[src/rtl/module_display_7seg_mux.sv]
// Two-digit multiplexed 7-segment driver: shows a latched 4-bit code as 00..15,
// alternating units/tens every 2**CNT_WIDTH clocks with dead time between digits.
module module_display_7seg_mux #(
  parameter int CNT_WIDTH   = 16,
  parameter int DEAD_CYCLES = 4,
  parameter int BLANK_ZERO  = 1
) (
  input  logic       clk_pi,
  input  logic       rst_pi,
  input  logic [3:0] codigo_bin_pi,
  input  logic       dato_valido_pi,
  output logic [1:0] anodo_po,
  output logic [6:0] catodo_po,
  output logic       refresco_po
);

  localparam logic [CNT_WIDTH-1:0] CNT_MAX  = '1;
  localparam logic [CNT_WIDTH-1:0] DEAD_LIM = CNT_WIDTH'(DEAD_CYCLES);

  logic [CNT_WIDTH-1:0] cnt_q, cnt_d;
  logic                 sel_q, sel_d;
  logic [3:0]           valor_q, valor_d;
  logic [1:0]           anodo_q, anodo_d;
  logic [6:0]           catodo_q, catodo_d;
  logic                 refresco_q, refresco_d;

  logic                 tens;
  logic [3:0]           units;

  function automatic logic [6:0] seg(input logic [3:0] d);
    case (d)
      4'd0:    seg = 7'h40;
      4'd1:    seg = 7'h79;
      4'd2:    seg = 7'h24;
      4'd3:    seg = 7'h30;
      4'd4:    seg = 7'h19;
      4'd5:    seg = 7'h12;
      4'd6:    seg = 7'h02;
      4'd7:    seg = 7'h78;
      4'd8:    seg = 7'h00;
      4'd9:    seg = 7'h10;
      default: seg = 7'h7F;
    endcase
  endfunction

  always_comb begin
    tens  = (valor_q >= 4'd10);
    units = tens ? (valor_q - 4'd10) : valor_q;

    valor_d = dato_valido_pi ? codigo_bin_pi : valor_q;

    cnt_d      = cnt_q + 1'b1;
    sel_d      = sel_q;
    refresco_d = 1'b0;
    if (cnt_q == CNT_MAX) begin
      sel_d      = ~sel_q;
      refresco_d = sel_q;  // high for the clock after a tens->units switch
    end

    // Outputs follow the current state, so they trail cnt/sel/valor by a clock.
    anodo_d  = 2'b11;
    catodo_d = 7'h7F;
    if (cnt_q >= DEAD_LIM) begin
      if (!sel_q) begin
        anodo_d  = 2'b10;
        catodo_d = seg(units);
      end else if (!((BLANK_ZERO != 0) && !tens)) begin
        anodo_d  = 2'b01;
        catodo_d = seg({3'b000, tens});
      end
    end
  end

  always_ff @(posedge clk_pi) begin
    if (!rst_pi) begin
      cnt_q      <= '0;
      sel_q      <= 1'b0;
      valor_q    <= 4'd0;
      anodo_q    <= 2'b11;
      catodo_q   <= 7'h7F;
      refresco_q <= 1'b0;
    end else begin
      cnt_q      <= cnt_d;
      sel_q      <= sel_d;
      valor_q    <= valor_d;
      anodo_q    <= anodo_d;
      catodo_q   <= catodo_d;
      refresco_q <= refresco_d;
    end
  end

  assign anodo_po    = anodo_q;
  assign catodo_po   = catodo_q;
  assign refresco_po = refresco_q;

endmodule

[config.mk]
export PLATFORM = sky130hd
export DESIGN_NAME = module_display_7seg_mux
export DESIGN_NICKNAME = d
export VERILOG_FILES = /design/src/rtl/module_display_7seg_mux.sv
export SDC_FILE = /design/constraint.sdc
export NUM_CORES = 1
export LEC_CHECK = 0
export ABC_CLOCK_PERIOD_IN_PS = 2200
export CORE_ASPECT_RATIO = 1.1
export CORE_UTILIZATION = 45
export DETAILED_ROUTE_END_ITERATION = 8
export GPL_TIMING_DRIVEN = 0
export HOLD_SLACK_MARGIN = 0.05
export PLACE_DENSITY = 0.66
export SYNTH_ARGS = -nofsm -noshare
export SYNTH_HDL_FRONTEND = slang
export SYNTH_SLANG_ARGS = --single-unit
[constraint.sdc]
create_clock -name clk_pi -period 2.2 [get_ports clk_pi]
set_input_delay 0.44 -clock clk_pi [delete_from_list [all_inputs] [get_ports clk_pi]]
set_output_delay 0.44 -clock clk_pi [all_outputs]
set_load 0.03 [all_outputs]
==> results of run 1 <==
-- power by group --
group / internal [mW] / total [mW] / switching [mW]
sequential: 0.575 / 0.587 / 0.0122
combinational: 0.0517 / 0.116 / 0.0640
clock: 0.268 / 0.476 / 0.208
total: 0.895 / 1.18 / 0.284
-- cells in the mapped netlist (all sizes together) --
cell type	count	area, sq um
dfxtp	31	621
nor2	21	78.8
inv	11	41.3
nand2	10	37.5
mux2i	8	80.1
xnor2	8	70.1
nand3	7	40.0
o21ai	7	35.0
ha	6	75.1
nor4	5	52.6
nand2b	4	25.0
nor3	4	20.0
a21oi	3	15.0
and3	3	18.8
buf	3	13.8
nand4	3	40.0
and2	2	12.5
and3b	2	17.5
or3	2	12.5
xor2	2	17.5
a211oi	1	7.51
a21o	1	7.51
a221oi	1	8.76
a22oi	1	7.51
a311oi	1	8.76
a31oi	1	6.26
a32o	1	10.0
a41oi	1	8.76
and2b	1	7.51
and4b	1	10.0
clkbuf	1	3.75
mux2	1	11.3
nand4b	1	8.76
nor2b	1	6.26
nor4b	1	15.0
o2111ai	1	8.76
o211ai	1	7.51
o21bai	1	7.51
-- critical path, stage by stage, from the launching register on --
cell      delay, ns
dfxtp_1        0.32
clkbuf_4       0.18
nor2b_1        0.07
mux2_2         0.32
ha_1           0.31
nand2b_1       0.06
a32o_1         0.27
a221oi_1       0.24
o21ai_0        0.11
-- worst paths after layout --
kind | end | slack (ns) | cells after the start
min reg2reg | cnt_q[0]$_SDFF_PN0_ | 0.48 | 1
min | cnt_q[0]$_SDFF_PN0_ | 0.48 | 1
max | catodo_po[1]$_SDFF_PN1_ | 0.21 | 8
max reg2reg | catodo_po[1]$_SDFF_PN1_ | 0.21 | 8
-- cells in the final DEF, fill, tap and decap left out, types with 4 or more instances in the layout --
master,count
mux2i_1,8
nand3_1,6
dfxtp_1,31
o21ai_0,6
nor2_1,21
nand2_1,10
nor3_1,4
clkbuf_4,6
nand2b_1,4
clkdlybuf4s50_1,15
xnor2_1,8
ha_1,6
inv_1,10
-- kinds of logic (layout without fill, tap and decap cells) --
group                    Yosys count  after routing
AO/OA/AOI/OAI                     21             21
adder cells (fa/ha/maj)            6              6
XOR/XNOR                          10             10
multiplexers                       9              9
AND/OR/NAND/NOR                   68             68
buffers and inverters             15             38
flip-flops                        31             31
-- sequential cells by signal, indices dropped and copies added, names as in the netlist --
register     count
cnt_q           16
catodo_po        7
valor_q          4
anodo_po         2
refresco_po      1
sel_q            1
-- metal layers --
layer / part of all wire [%] / wire length [um] / GRT usage [%]
met5: 0 / 0 / 0
met3: 3.6 / 98 / 6.21
met2: 49 / 1330 / 30.1
met1: 46 / 1260 / 19.8
met4: 1.9 / 51 / 8.36
-- layout make-up --
class                      count  area share (%)
buffer                         4            1.14
tap                           34            2.42
clock buffer                   6            2.92
sequential                    31            35.3
timing repair buffer          15            8.55
multi-input combinational    114            45.3
clock inverter                 2            1.99
inverter                      11            2.35
==> impl_metrics.py, run 1 <==
metrics = {
    "finish": {
        "multi_input_area_sq_um": 796,
        "fillers": 277,
        "finalCoreUtilization_pct": 57.1,
        "layout.area.seq_sq_um": 621,
        "nets": 195,
        "drive_gt1_share_pct": 9.84,
        "area_growth_pct": 19.1,
        "stdcell_area_sq_um": 1760,
        "post_layout_nonfiller_instances": 217,
        "diodes": 0,
    },
    "pwr": {
        "p_per_area_nw_per_um2": 671,
        "irDropWorstVdd_uv": 507,
        "p_leak_nw": 0.707,
        "p_total_mw": 1.18,
    },
    "die": {
        "start_util_pct": 48.0,
        "pin_count": 17,
        "die-area_sq_um": 3510,
        "die_h_um": 62.1,
        "design.core.area_sq_um": 3070,
        "die_x_um": 56.6,
        "rows": 21,
    },
    "synth": {
        "synth-xor-area-share_pct": 5.94,
        "ys_seq_area_share_pct": 42.1,
        "syn_area_sq_um": 1480,
        "synth_mux_area_share_pct": 6.19,
        "yosys.area_share.simple_pct": 27.3,
        "synth.distinct_cells": 46,
        "syn_area_per_cell_sq_um": 9.22,
        "yosys_warnings": 0,
        "syn_inst": 160,
        "syn_nets": 173,
        "ys_ff_latch": 31,
        "synthAdderAreaFrac_pct": 5.09,
        "synth_compound_area_share_pct": 9.41,
        "synth_top_family_by_area": "simple AND/OR/NAND/NOR gates",
    },
    "detailed_routing": {
        "wire_per_inst_um": 12.6,
        "via_per_inst": 5.48,
        "ant_nets": 0,
        "drtIter0Drc": 29,
        "drc": 0,
        "firstDrtPassIters": 4,
        "drt_wl_total_um": 2740,
        "via_count": 1189,
    },
    "clocking": {
        "clock-sinks": 31,
        "cts-root-buf": "clkbuf_4",
        "cts_hold_buf": 0,
        "clk_latency_ns": 0.34,
        "h-tree-depth": 2,
        "cts_setup_buffers": 0,
        "path_clk_slew_ns": 0.10,
        "cts_buffers": 5,
        "cts_resized": 0,
        "clockBufferDepth": 2,
        "cts_tree": "built",
    },
    "worst_hold_path": {
        "hold_start": "cnt_q[0]$_SDFF_PN0_",
        "min_path_type": "reg -> reg",
    },
    "timing": {
        "setup-violations-final": 0,
        "setup_tns_ns": 0,
        "whs_ns": 0.485,
        "slew_viol_final": 0,
        "setup_ws_ns": 0.208,
        "fmax_mhz": 502,
        "fin_crit_sh_pct": 90.6,
        "worst_pin_slew_ns": 0.457,
        "rsz0062_at_grt": "false",
        "final_hold_viol_count": 0,
        "slew_headroom_pct": 69.5,
        "layout_min_cycle_time_ns": 1.99,
        "fin_skew_ns": 0.0197,
    },
    "placement": {
        "dp_hpwl_um": 1920,
        "pre_cts_slack_ns": 0.0449,
        "portBuffers": 15,
        "place.gp.congestion": 0.796,
        "dp_cells": 209,
        "dpl_cell_area_sq_um": 1670,
    },
    "setup_path": {
        "worstSetupPathType": "reg -> reg",
        "cp_max_fo": 10,
        "cp-startpoint": "valor_q[1]$_SDFFE_PN0P_",
        "crit_path_end_kind": "register",
        "critical_path_required_ns": 2.41,
        "worstPathArrival_ns": 2.20,
        "critPathLaunchType": "register",
        "worstReg2RegStart": "valor_q[1]$_SDFFE_PN0P_",
    },
    "global_route": {
        "antenna_found_initial": 0,
        "overflow": 0,
        "grt_pass1_vias": 1058,
        "grt_max_degree": 11,
        "grt_pass1_wl_um": 4610,
        "grt_usage_pct": 17.5,
    },
    "job": {
        "cap_violations": 0,
    },
    "outcome": {
        "status": "complete, no violations",
    },
}
Power figures use the tool's default switching activity.
==> run 2, diff against run 1 <==
DONT_BUFFER_PORTS = 1   (was not set)
PLACE_DENSITY = 0.57   (was 0.66)
SKIP_LAST_GASP = 1   (was not set)
==> impl_metrics.py, run 2 (synthesis gave the netlist of run 1 again) <==
metrics = {
    "detailed_routing": {
        "drc": 0,
        "ant_nets": 0,
        "firstDrtPassIters": 4,
        "wire_per_inst_um": 13.0,
        "drtIter0Drc": 12,
        "via_per_inst": 5.46,
        "via_count": 1102,
        "drt_wl_total_um": 2630,
    },
    "setup_path": {
        "critPathLaunchType": "register",
        "slowest_stage": "mux2_2",
        "crit_path_end_kind": "register",
        "cp_cell_sequence": "buf_2, nor2b_1, mux2_2, ha_1, nand2b_1, a32o_1, a221oi_2, o21ai_0",
        "worstPathArrival_ns": 2.21,
        "cp-startpoint": "valor_q[1]$_SDFFE_PN0P_",
        "cpPeakStageDelay_ns": 0.33,
        "cp_max_fo": 10,
        "critical_path_required_ns": 2.40,
        "worstReg2RegStart": "valor_q[1]$_SDFFE_PN0P_",
        "worstSetupPathType": "reg -> reg",
    },
    "global_route": {
        "grt_usage_pct": 17.1,
        "grt_pass1_wl_um": 4460,
        "grt_pass1_vias": 971,
        "grt_max_degree": 11,
        "overflow": 0,
        "antenna_found_initial": 0,
    },
    "clocking": {
        "cts_tree": "built",
        "clock-sinks": 31,
        "clockBufferDepth": 2,
        "h-tree-depth": 2,
        "cts_buffers": 5,
        "path_clk_slew_ns": 0.10,
        "clk_latency_ns": 0.33,
        "cts-root-buf": "clkbuf_4",
        "cts_hold_buf": 0,
    },
    "timing": {
        "worst_pin_slew_ns": 0.423,
        "rsz0062_at_grt": "false",
        "fin_skew_ns": 0.00590,
        "final_hold_viol_count": 0,
        "fin_crit_sh_pct": 91.0,
        "setup_tns_ns": 0,
        "fmax_mhz": 499,
        "slew_headroom_pct": 71.8,
        "setup-violations-final": 0,
        "slew_viol_final": 0,
        "layout_min_cycle_time_ns": 2.00,
        "setup_ws_ns": 0.197,
    },
    "pwr": {
        "p_per_area_nw_per_um2": 637,
        "irDropWorstVdd_uv": 464,
        "p_leak_nw": 0.632,
    },
    "die": {
        "pin_count": 17,
        "start_util_pct": 48.0,
        "die_h_um": 62.1,
        "die-area_sq_um": 3510,
        "die_x_um": 56.6,
        "rows": 21,
        "design.core.area_sq_um": 3070,
    },
    "finish": {
        "largest_reg_flops": 16,
        "final_common_cell": "dfxtp_1",
        "area_growth_pct": 6.87,
        "layout_common_cells": "31 x dfxtp_1, 21 x nor2_1, 10 x inv_1, 10 x nand2_1",
        "drive_gt1_share_pct": 11.3,
        "diodes": 0,
        "regMostFlops": "cnt_q",
        "nets": 180,
    },
    "worst_hold_path": {
        "hold_start": "rst_pi",
        "min_path_type": "in -> reg",
    },
    "placement": {
        "place.gp.congestion": 0.791,
        "portBuffers": 0,
        "dp_hpwl_um": 1900,
        "pre_cts_slack_ns": 0.184,
    },
    "outcome": {
        "status": "complete, no violations",
    },
    "job": {
        "cap_violations": 0,
    },
}
## run 2: changes by cell type in the layout (fill, tap and decap cells not counted), sizes merged
cell           delta
clkdlybuf4s50    -15
clkbuf            -2
clkinv            +2
bufinv            -1
buf               +1
## run 2: worst paths after layout
check                           slack (ns)                 endpoint  cells past startpoint
worst max-delay path                  0.20  catodo_po[1]$_SDFF_PN1_                      8
worst min-delay path                  0.22      cnt_q[1]$_SDFF_PN0_                      1
worst max register to register        0.20  catodo_po[1]$_SDFF_PN1_                      8
worst min register to register        0.48      cnt_q[0]$_SDFF_PN0_                      1
## run 2: stage by stage
stage                     hold WS [ns]  total power, mW  instances  area [sq um]  utilization (%)
after global routing             0.207             1.06        202          1580             51.3
after global placement           0.459            0.692        194          1520             49.4
after CTS                        0.207             1.02        202          1570             51.1
final                            0.223             1.00        202          1580             51.3
after floorplan                  0.441            0.677        160          1480                -
after detailed placement         0.469            0.695        194          1520             49.4
## run 2: timing repair
item	CTS	global route
resized for setup	0	1
setup endpoints to repair	0	1
buffers inserted	0	0
endpoints found under the hold margin	0	0
## run 2: routing by layer
| layer | GRT usage, % | routed length, um | part of all wire (%) |
|---|---|---|---|
| met1 | 22.1 | 1380 | 53 |
| met2 | 24.5 | 1070 | 41 |
| met3 | 7.66 | 141 | 5.4 |
| met4 | 7.67 | 38 | 1.4 |
| met5 | 0 | 0 | 0 |
## run 2: final cells by class
class	instances	area [sq um]
fill	313	1500
multi-input combinational	114	802
sequential	31	621
tap	34	42.5
inverter	11	41.3
clock buffer	5	37.5
buffer	4	17.5
clock inverter	3	15.0
## run 2: worst max-delay path: cells and delay by family, from the launching register on
| family | cells | cell delay, ns |
|---|---|---|
| AO/OA/AOI/OAI | 3 | 0.59 |
| multiplexers | 1 | 0.33 |
| flip-flops | 1 | 0.31 |
| adder cells (fa/ha/maj) | 1 | 0.31 |
| buffers and inverters | 1 | 0.18 |
| AND/OR/NAND/NOR | 2 | 0.14 |
## run 2: where the power goes
| group | internal [mW] | switching [mW] |
|---|---|---|
| Sequential | 0.575 | 0.0223 |
| Clock | 0.119 | 0.203 |
| Combinational | 0.0365 | 0.0495 |
| Total | 0.730 | 0.275 |
==> run 3, diff against run 2 <==
GPL_TIMING_DRIVEN = 1   (was 0)
==> impl_metrics.py, run 3 (synthesis gave the netlist of run 1 again) <==
metrics = {
    "clocking": {
        "h-tree-depth": 2,
        "clock-sinks": 31,
        "cts_setup_buffers": 0,
        "cts_buffers": 5,
        "cts_resized": 0,
        "cts_tree": "built",
        "clockBufferDepth": 2,
        "path_clk_slew_ns": 0.11,
        "cts-root-buf": "clkbuf_4",
        "clk_latency_ns": 0.34,
        "cts_hold_buf": 0,
    },
    "die": {
        "start_util_pct": 48.0,
        "design.core.area_sq_um": 3070,
        "die_h_um": 62.1,
        "die-area_sq_um": 3510,
        "pin_count": 17,
        "die_x_um": 56.6,
        "rows": 21,
    },
    "global_route": {
        "grt_pass1_wl_um": 4450,
        "grt_usage_pct": 17.1,
        "overflow": 0,
        "grt_pass1_vias": 986,
        "antenna_found_initial": 0,
        "grt_max_degree": 19,
    },
    "detailed_routing": {
        "via_count": 1087,
        "drtIter0Drc": 21,
        "wl_met2_um": 1060,
        "dr_wl_met3_um": 133,
        "firstDrtPassIters": 4,
        "ant_nets": 0,
        "wire_per_inst_um": 13.0,
        "maxUsedRoutingLayer": "met4",
        "drt_wl_total_um": 2600,
        "m1WireLength_um": 1360,
        "via_per_inst": 5.44,
        "drc": 0,
    },
    "worst_hold_path": {
        "whs_path_depth": 1,
        "min_path_type": "in -> reg",
    },
    "placement": {
        "dp_hpwl_um": 1870,
        "dpl_cell_area_sq_um": 1520,
        "portBuffers": 0,
        "place.gp.congestion": 0.785,
    },
    "timing": {
        "fin_skew_ns": 0.0121,
        "layout_min_cycle_time_ns": 1.97,
        "fmax_mhz": 509,
        "slew_headroom_pct": 79.1,
        "setup-violations-final": 0,
        "worst_pin_slew_ns": 0.313,
        "slew_viol_final": 0,
        "final_hold_viol_count": 0,
        "fin_crit_sh_pct": 89.4,
        "rsz0062_at_grt": "false",
        "setup_tns_ns": 0,
    },
    "job": {
        "cap_violations": 0,
    },
    "setup_path": {
        "r2r_cells": 7,
        "worstPathArrival_ns": 2.19,
        "critical_path_required_ns": 2.42,
        "cp_max_fo": 6,
        "crit_path_end_kind": "register",
        "worstSetupPathType": "reg -> reg",
        "critPathLaunchType": "register",
    },
    "finish": {
        "largest_reg_flops": 16,
        "final_common_cell": "dfxtp_1",
        "fillers": 290,
        "nets": 178,
        "drive_gt1_share_pct": 10.8,
        "layout_common_cells": "31 x dfxtp_1, 21 x nor2_1, 10 x inv_1, 10 x nand2_1",
        "finalCoreUtilization_pct": 52.1,
        "diodes": 0,
        "regMostFlops": "cnt_q",
        "area_growth_pct": 8.57,
        "stdcell_area_sq_um": 1600,
    },
    "pwr": {
        "p_total_mw": 1.15,
        "p_leak_nw": 0.642,
        "p_per_area_nw_per_um2": 719,
        "irDropWorstVdd_uv": 435,
    },
    "outcome": {
        "status": "complete, no violations",
    },
}
==> run 3: area by class of cell <==
type | instances | area [sq um] | share of cell area, %
multi-input combinational | 114 | 796 | 49.7
sequential | 31 | 621 | 38.7
inverter | 11 | 41.3 | 2.58
clock inverter | 2 | 35.0 | 2.19
tap | 34 | 42.5 | 2.66
clock buffer | 6 | 51.3 | 3.20
timing repair buffer | 2 | 15.0 | 0.937
==> run 3: power by group <==
part           switching, mW  leakage [nW]  internal [mW]
sequential            0.0236         0.252          0.575
clock                  0.203        0.0482          0.268
combinational         0.0453         0.342         0.0364
total                  0.272         0.642          0.880
==> run 3: routing by layer <==
| layer | up-vias | global-route usage, % |
|---|---|---|
| li1 | 566 | - |
| met1 | 495 | 23.6 |
| met2 | 22 | 24.4 |
| met3 | 4 | 6.00 |
| met4 | 0 | 7.32 |
| met5 | - | 0 |
==> run 3: final timing paths <==
path | from | end | slack (ns)
worst min register to register | cnt_q[0]$_SDFF_PN0_ | cnt_q[0]$_SDFF_PN0_ | 0.49
worst max-delay path | valor_q[1]$_SDFFE_PN0P_ | catodo_po[1]$_SDFF_PN1_ | 0.23
worst max register to register | valor_q[1]$_SDFFE_PN0P_ | catodo_po[1]$_SDFF_PN1_ | 0.23
worst min-delay path | rst_pi | cnt_q[1]$_SDFF_PN0_ | 0.21
==> run 3: per-stage QoR <==
step	setup slack [ns]	hold slack [ns]	cells
after floorplan	0.368	0.441	160
after global placement	0.321	0.455	192
after detailed placement	0.262	0.469	192
after CTS	0.240	0.199	200
after global routing	0.0753	0.189	200
final	0.234	0.210	200
==> run 3: critical path, stage by stage, from the launching register on <==
cell	delay, ns
dfxtp_1	0.44
nor2b_1	0.09
mux2_2	0.33
ha_1	0.31
nand2b_1	0.05
a32o_1	0.25
a221oi_1	0.26
o21ai_0	0.11
